## config.mk

```make
export PLATFORM = sky130hd
export DESIGN_NAME = multicycle_data_path
export DESIGN_NICKNAME = d
export VERILOG_FILES = /design/src/rtl/multicycle_dp_pkg.sv /design/src/rtl/mc_reg_file.sv /design/src/rtl/multicycle_data_path.sv
export SDC_FILE = /design/constraint.sdc
export NUM_CORES = 1
export LEC_CHECK = 0
export ABC_AREA = 1
export CAP_MARGIN = 20
export CORE_UTILIZATION = 54
export CTS_BUF_LIST = sky130_fd_sc_hd__clkbuf_8
export DETAILED_ROUTE_END_ITERATION = 6
export DONT_BUFFER_PORTS = 1
export GPL_TIMING_DRIVEN = 1
export PLACE_DENSITY = 0.69
export SLEW_MARGIN = 30
export SYNTH_ARGS = -nofsm -noshare
export SYNTH_HDL_FRONTEND = slang
export SYNTH_SLANG_ARGS = --single-unit
```

## constraint.sdc

```tcl
create_clock -name clk -period 4.6 [get_ports clk]
set_input_delay 1.15 -clock clk [delete_from_list [all_inputs] [get_ports clk]]
set_output_delay 1.15 -clock clk [all_outputs]
set_load 0.03 [all_outputs]
```

## src/rtl/multicycle_dp_pkg.sv

```systemverilog
// Shared opcodes, FSM states, ALU operation codes and instruction field positions
// for the multi-cycle data path.
package multicycle_dp_pkg;

    localparam logic [5:0] OP_XOR  = 6'h06;
    localparam logic [5:0] OP_SHL  = 6'h08;
    localparam logic [5:0] OP_ROR  = 6'h0B;
    localparam logic [5:0] OP_LD   = 6'h10;
    localparam logic [5:0] OP_ST   = 6'h11;
    localparam logic [5:0] OP_JMP  = 6'h18;
    localparam logic [5:0] OP_BZ   = 6'h19;
    localparam logic [5:0] OP_BNZ  = 6'h1A;
    localparam logic [5:0] OP_BC   = 6'h1B;
    localparam logic [5:0] OP_BNC  = 6'h1C;
    localparam logic [5:0] OP_ADDI = 6'h20;
    localparam logic [5:0] OP_XORI = 6'h26;
    localparam logic [5:0] OP_NOP  = 6'h3E;
    localparam logic [5:0] OP_HALT = 6'h3F;

    typedef enum logic [2:0] {FETCH, DECODE, EXEC, MEM, WB, HALT} state_t;

    // Encodings match the low opcode nibble of both the ALU and shift groups.
    typedef enum logic [3:0] {
        ALU_ADD = 4'h0, ALU_ADC = 4'h1, ALU_SUB = 4'h2, ALU_SBB = 4'h3,
        ALU_AND = 4'h4, ALU_OR  = 4'h5, ALU_XOR = 4'h6,
        ALU_SHL = 4'h8, ALU_SHR = 4'h9, ALU_ROL = 4'hA, ALU_ROR = 4'hB
    } alu_op_t;

    function automatic int opc_lsb(input int data_w, input int ra_w);
        return data_w + 2*ra_w;
    endfunction

    function automatic int rd_lsb(input int data_w, input int ra_w);
        return data_w + ra_w;
    endfunction

    function automatic int rs1_lsb(input int data_w);
        return data_w;
    endfunction

endpackage

```

## src/rtl/mc_reg_file.sv

```systemverilog
// General register file: two asynchronous read ports, one synchronous write port,
// whole array cleared by the asynchronous active-low reset.
module mc_reg_file
    import multicycle_dp_pkg::*;
#(
    parameter int  DATA_W  = 8,
    parameter int  REG_CNT = 8,
    localparam int RA_W    = $clog2(REG_CNT)
) (
    input  logic              clk,
    input  logic              rst,
    input  logic              we_i,
    input  logic [RA_W-1:0]   waddr_i,
    input  logic [DATA_W-1:0] wdata_i,
    input  logic [RA_W-1:0]   raddr0_i,
    input  logic [RA_W-1:0]   raddr1_i,
    output logic [DATA_W-1:0] rdata0_o,
    output logic [DATA_W-1:0] rdata1_o
);

    logic [REG_CNT-1:0][DATA_W-1:0] regs_q;

    always_ff @(posedge clk or negedge rst) begin
        if (!rst)      regs_q <= '0;
        else if (we_i) regs_q[waddr_i] <= wdata_i;
    end

    assign rdata0_o = regs_q[raddr0_i];
    assign rdata1_o = regs_q[raddr1_i];

endmodule

```

## src/rtl/multicycle_data_path.sv

```systemverilog
// Multi-cycle RISC core: FETCH/DECODE/EXEC/MEM/WB FSM with req/ack memories.
// Optional PERF_COUNTERS_EN adds saturating cycle and retire counters.
module multicycle_data_path
    import multicycle_dp_pkg::*;
#(
    parameter int  DATA_W  = 8,
    parameter int  PC_W    = 12,
    parameter int  REG_CNT = 8,
    localparam int RA_W    = $clog2(REG_CNT),
    localparam int INSTR_W = 6 + 2*RA_W + DATA_W
) (
    input  logic               clk,
    input  logic               rst,
    output logic               imem_req,
    output logic [PC_W-1:0]    imem_addr,
    input  logic               imem_ack,
    input  logic [INSTR_W-1:0] imem_rdata,
    output logic               dmem_req,
    output logic               dmem_we,
    output logic [DATA_W-1:0]  dmem_addr,
    output logic [DATA_W-1:0]  dmem_wdata,
    input  logic               dmem_ack,
    input  logic [DATA_W-1:0]  dmem_rdata,
    output logic               halted,
`ifdef PERF_COUNTERS_EN
    output logic [31:0]        cyc_cnt,
    output logic [31:0]        ret_cnt,
`endif
    output logic               illegal
);

    localparam int OPC_LSB = opc_lsb(DATA_W, RA_W);
    localparam int RD_LSB  = rd_lsb(DATA_W, RA_W);
    localparam int RS1_LSB = rs1_lsb(DATA_W);

    state_t              state_q;
    logic [PC_W-1:0]     pc_q;
    logic [INSTR_W-1:0]  ir_q;
    logic [DATA_W-1:0]   a_q, b_q, res_q, dmem_addr_q, dmem_wdata_q;
    logic                c_q, z_q, imem_req_q, dmem_req_q, dmem_we_q, halted_q, illegal_q;

    logic [5:0]          opc;
    logic [RA_W-1:0]     rd_a, rs1_a, rf_ra1;
    logic [DATA_W-1:0]   imm, rf_rd0, rf_rd1;
    logic                is_alu_rr, is_alu_ri, is_shift, is_alu, is_ld, is_st;
    logic                is_jmp, is_br, is_nop, is_halt, taken;
    logic [PC_W-1:0]     pc_inc, br_tgt, pc_nxt;

    assign opc   = ir_q[OPC_LSB +: 6];
    assign rd_a  = ir_q[RD_LSB +: RA_W];
    assign rs1_a = ir_q[RS1_LSB +: RA_W];
    assign imm   = ir_q[DATA_W-1:0];

    assign is_alu_rr = (opc <= OP_XOR);
    assign is_alu_ri = (opc >= OP_ADDI) && (opc <= OP_XORI);
    assign is_shift  = (opc >= OP_SHL) && (opc <= OP_ROR);
    assign is_alu    = is_alu_rr || is_alu_ri || is_shift;
    assign is_ld     = (opc == OP_LD);
    assign is_st     = (opc == OP_ST);
    assign is_jmp    = (opc == OP_JMP);
    assign is_br     = (opc >= OP_BZ) && (opc <= OP_BNC);
    assign is_nop    = (opc == OP_NOP);
    assign is_halt   = (opc == OP_HALT);

    // Second read port serves rs2 for register-register ALU ops, rd (store data) otherwise.
    assign rf_ra1 = is_alu_rr ? imm[RA_W-1:0] : rd_a;

    mc_reg_file #(.DATA_W(DATA_W), .REG_CNT(REG_CNT)) u_rf (
        .clk      (clk),
        .rst      (rst),
        .we_i     (state_q == WB),
        .waddr_i  (rd_a),
        .wdata_i  (res_q),
        .raddr0_i (rs1_a),
        .raddr1_i (rf_ra1),
        .rdata0_o (rf_rd0),
        .rdata1_o (rf_rd1)
    );

    always_comb begin
        taken = 1'b0;
        case (opc)
            OP_BZ:   taken = z_q;
            OP_BNZ:  taken = !z_q;
            OP_BC:   taken = c_q;
            OP_BNC:  taken = !c_q;
            default: taken = 1'b0;
        endcase
    end

    assign pc_inc = pc_q + 1'b1;
    assign br_tgt = pc_inc + PC_W'($signed(imm));
    assign pc_nxt = is_jmp ? ir_q[PC_W-1:0] : (taken ? br_tgt : pc_inc);

    alu_op_t             alu_op;
    logic [DATA_W-1:0]   opnd, alu_res;
    logic                alu_c;
    logic [DATA_W:0]     wide;
    int                  sh;

    assign alu_op = alu_op_t'(opc[3:0]);
    assign opnd   = is_alu_ri ? imm : b_q;

    always_comb begin
        alu_res = '0;
        alu_c   = 1'b0;
        wide    = '0;
        sh      = int'(imm) % DATA_W;
        case (alu_op)
            ALU_ADD: wide = {1'b0, a_q} + {1'b0, opnd};
            ALU_ADC: wide = {1'b0, a_q} + {1'b0, opnd} + {{DATA_W{1'b0}}, c_q};
            ALU_SUB: wide = {1'b0, a_q} - {1'b0, opnd};
            ALU_SBB: wide = {1'b0, a_q} - {1'b0, opnd} - {{DATA_W{1'b0}}, c_q};
            ALU_AND: wide = {1'b0, a_q & opnd};
            ALU_OR:  wide = {1'b0, a_q | opnd};
            ALU_XOR: wide = {1'b0, a_q ^ opnd};
            ALU_SHL: wide = {1'b0, a_q} << sh;
            ALU_SHR: begin
                wide = {a_q, 1'b0} >> sh;
                wide = {wide[0], wide[DATA_W:1]};
            end
            ALU_ROL: begin
                wide[DATA_W-1:0] = (a_q << sh) | (a_q >> (DATA_W - sh));
                wide[DATA_W]     = wide[0];
            end
            ALU_ROR: begin
                wide[DATA_W-1:0] = (a_q >> sh) | (a_q << (DATA_W - sh));
                wide[DATA_W]     = wide[DATA_W-1];
            end
            default: wide = '0;
        endcase
        alu_res = wide[DATA_W-1:0];
        alu_c   = wide[DATA_W];
        // A zero-distance shift shifts nothing out, so carry is left alone.
        if (is_shift && sh == 0) alu_c = c_q;
    end

    always_ff @(posedge clk or negedge rst) begin
        if (!rst) begin
            state_q      <= FETCH;
            pc_q         <= '0;
            ir_q         <= '0;
            a_q          <= '0;
            b_q          <= '0;
            res_q        <= '0;
            c_q          <= 1'b0;
            z_q          <= 1'b0;
            imem_req_q   <= 1'b0;
            dmem_req_q   <= 1'b0;
            dmem_we_q    <= 1'b0;
            dmem_addr_q  <= '0;
            dmem_wdata_q <= '0;
            halted_q     <= 1'b0;
            illegal_q    <= 1'b0;
        end else begin
            case (state_q)
                FETCH: begin
                    if (!imem_req_q) begin
                        imem_req_q <= 1'b1;
                    end else if (imem_ack) begin
                        ir_q       <= imem_rdata;
                        imem_req_q <= 1'b0;
                        state_q    <= DECODE;
                    end
                end
                DECODE: begin
                    a_q     <= rf_rd0;
                    b_q     <= rf_rd1;
                    state_q <= EXEC;
                end
                EXEC: begin
                    if (is_alu) begin
                        res_q   <= alu_res;
                        c_q     <= alu_c;
                        z_q     <= (alu_res == '0);
                        state_q <= WB;
                    end else if (is_ld || is_st) begin
                        dmem_req_q   <= 1'b1;
                        dmem_we_q    <= is_st;
                        dmem_addr_q  <= a_q + imm;
                        dmem_wdata_q <= b_q;
                        state_q      <= MEM;
                    end else if (is_jmp || is_br || is_nop) begin
                        pc_q       <= pc_nxt;
                        imem_req_q <= 1'b1;
                        state_q    <= FETCH;
                    end else begin
                        halted_q  <= 1'b1;
                        illegal_q <= !is_halt;
                        state_q   <= HALT;
                    end
                end
                MEM: begin
                    if (dmem_req_q && dmem_ack) begin
                        dmem_req_q <= 1'b0;
                        dmem_we_q  <= 1'b0;
                        if (is_st) begin
                            pc_q       <= pc_inc;
                            imem_req_q <= 1'b1;
                            state_q    <= FETCH;
                        end else begin
                            res_q   <= dmem_rdata;
                            state_q <= WB;
                        end
                    end
                end
                WB: begin
                    pc_q       <= pc_inc;
                    imem_req_q <= 1'b1;
                    state_q    <= FETCH;
                end
                HALT:    state_q <= HALT;
                default: state_q <= HALT;
            endcase
        end
    end

    assign imem_req   = imem_req_q;
    assign imem_addr  = pc_q;
    assign dmem_req   = dmem_req_q;
    assign dmem_we    = dmem_we_q;
    assign dmem_addr  = dmem_addr_q;
    assign dmem_wdata = dmem_wdata_q;
    assign halted     = halted_q;
    assign illegal    = illegal_q;

`ifdef PERF_COUNTERS_EN
    logic        retire;
    logic [31:0] cyc_q, ret_q;

    assign retire = (state_q == WB)
                 || (state_q == EXEC && (is_jmp || is_br || is_nop || is_halt))
                 || (state_q == MEM && dmem_req_q && dmem_ack && is_st);

    always_ff @(posedge clk or negedge rst) begin
        if (!rst) begin
            cyc_q <= '0;
            ret_q <= '0;
        end else begin
            if (state_q != HALT && cyc_q != '1) cyc_q <= cyc_q + 1'b1;
            if (retire && ret_q != '1)          ret_q <= ret_q + 1'b1;
        end
    end

    assign cyc_cnt = cyc_q;
    assign ret_cnt = ret_q;
`endif

endmodule

```

-- Yosys cells after proc, flatten, opt, wreduce, memory -nomap -nowiden
Index checks and enable logic that the tools add are counted.
- $add $sub $neg: 8
- $lt $le $gt $ge: 11
- eq/ne operators: 33
- shift-type cells: 6
- multiplexer cells: 46
- bitwise operators: 9
- reduce and logical (&&, ||, !) cells: 31
- operators with widths (operator ; number):
    $pmux W9 S11 ; 1
    $mux W12 ; 7
    $bwmux W64 ; 1
    $mux W8 ; 7
    $bmux W8 S3 ; 2
    $eq A6 B5 Y1 const B ; 7
    $pmux W12 S3 ; 1
    $logic_not A32 Y1 ; 1
    $shl A8 B32 Y8 ; 1
    $shr A8 B32 Y8 ; 1
    $demux W8 S3 ; 1
    $mux W3 ; 8
    $or A8 B8 Y8 ; 3
    $ne A2 B2 Y1 const B ; 10
    $eq A4 B4 Y1 const B ; 4
    $pmux W8 S2 ; 1
    $pmux W3 S5 ; 1
    $add A12 B1 Y12 const B ; 1
    $add A12 B12 Y12 ; 1
    $eq A4 B3 Y1 const B ; 3
    $eq A6 B6 Y1 const B ; 2
    $lt A3 B4 Y1 const B ; 3
    $mux W1 ; 12
    $reduce_and A3 Y1 ; 4
    other kinds (40) ; 61
- flip-flop bits (word level): 146
- input bits: 32
- output and inout bits: 33
- logic and storage cells: 167

-- Logic depth before layout (Yosys ltp)
- word-level depth: 8
- depth in mapped cells: 28

-- Cells and area by module
Synthesis repeated with hierarchy kept, for this count alone.
- cells, all modules: 1818
- area total of the unflattened synthesis: 11556.1 µm²
- by module, submodules not included (module ; times used ; cells each ; area each (µm²) ; seq. area each (µm²)):
    multicycle_data_path ; 1 ; 1229 ; 7754.9 ; 2052.0
    mc_reg_file ; 1 ; 589 ; 3801.1 ; 1601.5

-- Worst setup path after synthesis
No wires, ideal clock.
- path kind: register -> register
- start: reg ir_q[15]
- end: reg c_q
- data arrival time: 3.145 ns
- required time: 4.472 ns
- path slack: 1.328 ns
- cell stages (with the launch flop): 26
- period minus slack after synthesis: 3.272 ns
- cells stage by stage: dfrtp_1 -> nand2_1 -> inv_2 -> nand2_1 -> nand2_2 -> inv_1 -> nand2_1 -> clkbuf_1 -> nand2_1 -> o21ai_0 -> ha_1 -> inv_1 -> fa_1 -> inv_1 -> ha_1 -> inv_1 -> nor2_1 -> nand3_1 -> nor2_1 -> nand3_1 -> nor2_1 -> nand2_1 -> nand3_1 -> nand3_1 -> nand2_1 -> o21ai_0
- word-level cells in the longest chain between the ends: 6
- elaborated cells on any way between the ends: 29
- classes of those cells: add/sub (4); order compare (5); eq/ne (10); mux (2); bitwise (1); reduce/logical (7)
- ends and longest elaborated chain (element ; RTL line ; text):
    from (decl) ; multicycle_data_path.sv:38 ; logic [INSTR_W-1:0] ir_q;
    from (signal assigned) ; multicycle_data_path.sv:161 ; ir_q <= imem_rdata;
    $ge A6 B6 Y1 or $le A6 B6 Y1 (tied branches) ; multicycle_data_path.sv:55 ; assign is_alu_ri = (opc >= OP_ADDI) && (opc <= OP_XORI);
    $logic_and A1 B1 Y1 ; multicycle_data_path.sv:55 ;
    $mux W8 ; multicycle_data_path.sv:102 ; assign opnd = is_alu_ri ? imm : b_q;
    $sub A8 B8 Y9 or $add A8 B8 Y9 (tied branches) ; - ;
    $sub A9 B1 Y9 or $add A9 B1 Y9 (tied branches) ; multicycle_data_path.sv:113, multicycle_data_path.sv:111 ;
    $pmux W9 S11 ; multicycle_data_path.sv:109 ; case (alu_op)
    to (signal assigned) ; multicycle_data_path.sv:174 ; c_q <= alu_c;
    to (decl) ; multicycle_data_path.sv:40 ; logic c_q, z_q, imem_req_q, dmem_req_q, dmem_we_q, halted_q, illegal_q;
Parallel ways exist; a longest one is shown, timed or not.
A chain may end at the register's enable or synchronous reset.

-- Worst setup path after layout
- start: reg ir_q[15]
- end: reg res_q[3]
- word-level cells in the longest chain between the ends: 8
- elaborated cells on any way between the ends: 35
- classes of those cells: add/sub (4); order compare (5); eq/ne (13); mux (4); bitwise (3); reduce/logical (6)
- ends and longest elaborated chain (element ; RTL line ; text):
    $ge A6 B6 Y1 or $le A6 B6 Y1 (tied branches) ; multicycle_data_path.sv:55 ;
    $logic_and A1 B1 Y1 ; multicycle_data_path.sv:55 ;
    $mux W8 ; multicycle_data_path.sv:102 ;
    $sub A8 B8 Y9 or $add A8 B8 Y9 (tied branches) ; - ;
    $sub A9 B1 Y9 or $add A9 B1 Y9 (tied branches) ; multicycle_data_path.sv:113, multicycle_data_path.sv:111 ;
    $pmux W9 S11 ; multicycle_data_path.sv:109 ;
    $mux W8 ; multicycle_data_path.sv:172 ; if (is_alu) begin
    $pmux W8 S2 ; multicycle_data_path.sv:156 ; case (state_q)
    to (signal assigned) ; multicycle_data_path.sv:173 ; res_q <= alu_res;
    to (signal assigned) ; multicycle_data_path.sv:202 ; res_q <= dmem_rdata;
    to (decl) ; multicycle_data_path.sv:39 ; logic [DATA_W-1:0] a_q, b_q, res_q, dmem_addr_q, dmem_wdata_q;
Parallel ways exist; a longest one is shown, timed or not. The select of a mux whose other input is x is not followed.

==> impl_metrics.ini <==
[critical_path]
r2r_start = ir_q[15]
cp-start-kind = flip-flop
cp-end-kind = flip-flop
cp_max_fo = 11
crit_arrival_ns = 4.37
worstPathRequired_ns = 4.94
worst_r2r_path_depth = 19
r2r_setup_slack_ns = 0.57
timing.rr.end = res_q[3]
critical_path_class = flip-flop to flip-flop

[timing]
fin_crit_sh_pct = 87.7
slew-limit-headroom_pct = 36.6
min_period_ns = 4.03
finalClockSkew_ns = 0.0198
final_max_slew_viol_count = 0
final_hold_viol_count = 0
setup_viol = 0
fmax_mhz = 248
timing.final.ws_setup_ns = 0.567
rsz0062_at_grt = false
worstMarginPinSlew_ns = 0.947
finalSetupTns_ns = 0

[cts]
h-tree-depth = 4
cts_tree = done
clk_latency_ns = 0.47
clkSinkCount = 146
cts_setup_buffers = 0
numCtsBuffers = 17
clockBufferDepth = 2
path_clk_slew_ns = 0.10
postCtsHoldBufs = 0
ctsRootBufferMaster = clkbuf_8
cts_resized = 0

[final_layout]
fin_cells = 1871
layout-drive-gt1-share_pct = 5.23
nNetsFinal = 1681
antenna_cells = 0
nFillCells = 1996
syn2layout_area_growth_pct = 5.57

[synth]
synth_xor_area_share_pct = 1.92
synth_area_mm2 = 0.0109
synth_compound_area_share_pct = 19.4
synthDistinctLibCells = 50
synth_fa_ha_area_share_pct = 6.57
synthCells = 1620
synth-simple-area-share_pct = 29.9
synth_top_family_by_area = simple AND/OR/NAND/NOR gates
synth.area.mux_share_pct = 0.103
synth.net_count = 1707
syn_avg_cell_area_um2 = 6.75
yosys_warnings = 0
ys_ff_latch = 146
yosysSeqAreaShare_pct = 33.4

[floorplanning]
std_cell_rows = 51
die_area_mm2 = 0.0208
initial_core_util_pct = 55.6
die_width_um = 144
die_h_um = 144
pin_count = 65
core_area_mm2 = 0.0197

[min_path]
hold_class = primary input to asynchronous set/reset pin

[grt]
grt_pass1_wl_um = 57400
grt_overflow_total = 0
grt_pass1_vias = 10000
antenna_found_initial = 1
grt_usage_pct = 37.0
grt_max_degree = 147

[pwr]
switching_share_pct = 24.0
p_int_mw = 1.84
pwr-share-comb_pct = 0.4
power_density_mw_per_mm2 = 210
power_switching_mw = 0.580
p_leak_nw = 5.55
power_frac_clock_pct = 46.5
peakVddDrop_uv = 203
p_seq_share_pct = 53.1

[placed_design]
place_hpwl_um = 28200
dp_cells = 1840
portBuffers = 0
gp_congestion = 1.02
dp_slack_ns = 0.685

[detailed_routing]
via_per_inst = 6.03
routedWlPerCell_um = 20.0
drt_pass1_iterations = 6
ant_nets = 0
vias = 11300
postRouteWirelength_um = 37300
post-route-drc-count = 0
drt-initial-drc-count = 1253

[run_status]
outcome = complete, no violations

[job]
maxCapViolations = 0
-- cells in the mapped netlist (all sizes together) --
master | n | area, µm²
dfrtp | 146 | 3650
nand2 | 429 | 1640
nand3 | 147 | 741
nand3b | 6 | 45.0
a21oi | 67 | 335
clkbuf | 35 | 131
fa | 4 | 80.1
a21boi | 3 | 22.5
o221ai | 8 | 70.1
and2 | 2 | 12.5
a311oi | 1 | 8.76
o2bb2ai | 3 | 26.3
a31oi | 2 | 12.5
nor3 | 17 | 113
xnor2 | 6 | 52.6
or2 | 3 | 18.8
o21a | 2 | 15.0
a41oi | 1 | 8.76
mux2 | 1 | 11.3
o211ai | 33 | 248
ha | 51 | 638
a2bb2oi | 1 | 8.76
o311a | 1 | 11.3
a21o | 3 | 22.5
a22oi | 1 | 7.51
nand4 | 18 | 113
inv | 184 | 691
buf | 23 | 130
nor2 | 150 | 583
a211oi | 4 | 30.0
o21bai | 3 | 22.5
o22a | 1 | 10.0
clkinv | 1 | 5.00
o22ai | 18 | 113
o21ai | 227 | 1150
xor2 | 18 | 158
-- per-layer routing --
metal | wire (µm) | track usage, %
met3 | 3270 | 6.46
met4 | 893 | 11.0
met1 | 16500 | 53.3
met5 | 0 | 0
met2 | 16700 | 56.5
-- placed cells by master, fill, tap and decap left out, types with 3 or more instances in the layout --
master and instances:
bufinv_16 3, inv_2 10, nand3b_1 6, buf_4 13
o21bai_1 3, nor2_1 145, fa_1 4, a211oi_1 4
o21ai_0 217, a21oi_1 66, ha_1 51, dfrtp_1 146
nand3_1 146, o211ai_1 33, inv_1 173, clkbuf_8 17
a21boi_0 3, o221ai_1 8, nor2_4 3, inv_8 3
xnor2_1 6, inv_6 6, a21o_1 3, nand2_2 9
nand2_1 419, o2bb2ai_1 3, nand4_1 18, o21ai_2 3
o22ai_1 18, xor2_1 18, nor3_1 13, o21ai_1 7
-- flip-flops by register name (all words and copies together) (netlist names), 3 cells and up --
name         flops
u_rf.regs_q     64
imem_addr       12
b_q              8
a_q              8
res_q            8
state_q          3
dmem_addr        8
ir_q            20
dmem_wdata       8
-- logic make-up (layout without fill, tap and decap cells) --
kind of cell               Yosys count  count (layout)
AOI/OAI and AO/OA                  379             379
xor gates and xnor gates            24              24
adders and majority gates           55              55
buffers and inverters              243             229
DFF                                146             146
muxes                                1               1
and+or+nand+nor                    772             772
-- stage by stage --
step | instance area, µm² | hold WS, ns | utilization [%] | power (mW)
3_3_place_gp | 11100 | 0.467 | 56.6 | 1.32
2_1_floorplan | 10900 | 0.453 | - | 1.32
5_1_grt | 11500 | 0.363 | 58.7 | 2.48
4_1_cts | 11500 | 0.335 | 58.7 | 2.44
6_report | 11500 | 0.389 | 58.7 | 2.42
3_5_place_dp | 11100 | 0.473 | 56.6 | 1.32
-- how the worst max path moves through the flow --
| stage | endpoint | cells after the start | startpoint |
|---|---|---|---|
| after floorplan | c_q | 25 | ir_q[15] |
| after global placement | res_q[7] | 23 | ir_q[15] |
| after detailed placement | res_q[3] | 19 | ir_q[15] |
| after CTS | res_q[3] | 19 | ir_q[15] |
| after global routing | z_q | 20 | ir_q[15] |
| final | res_q[3] | 19 | ir_q[15] |
-- critical path, stage by stage (launching register included) --
cell,delay [ns]
dfrtp_1,0.45
nand2_1,0.15
inv_2,0.07
nand2_1,0.07
nand2_2,0.06
inv_1,0.10
nand2_1,0.16
buf_4,0.21
o21ai_0,0.38
ha_1,0.24
inv_1,0.09
fa_1,0.46
xnor2_1,0.39
nor2_1,0.10
nand3_1,0.14
a21boi_0,0.11
nor3_1,0.43
nand2_1,0.10
o211ai_1,0.10
o21ai_0,0.10
-- area by class of cell --
class | count | area [µm²] | area share [%]
Multi-Input combinational cell | 1231 | 6340 | 54.9
Clock inverter | 14 | 191 | 1.66
Sequential cell | 146 | 3650 | 31.6
Inverter | 185 | 696 | 6.03
Tap cell | 265 | 332 | 2.87
Clock buffer | 17 | 234 | 2.03
Timing Repair Buffer | 13 | 97.6 | 0.845
-- power by group through the flow --
stage / registers, mW / clock network (mW) / logic (mW)
final: 1.29 / 1.13 / 0.00879
after global routing: 1.29 / 1.19 / 0.00968
after CTS: 1.29 / 1.14 / 0.00879
after detailed placement: 1.31 / 0 / 0.00880
after global placement: 1.31 / 0 / 0.00892
after floorplan: 1.31 / 0 / 0.00479
Note: power is estimated with default switching activity, not from simulation.
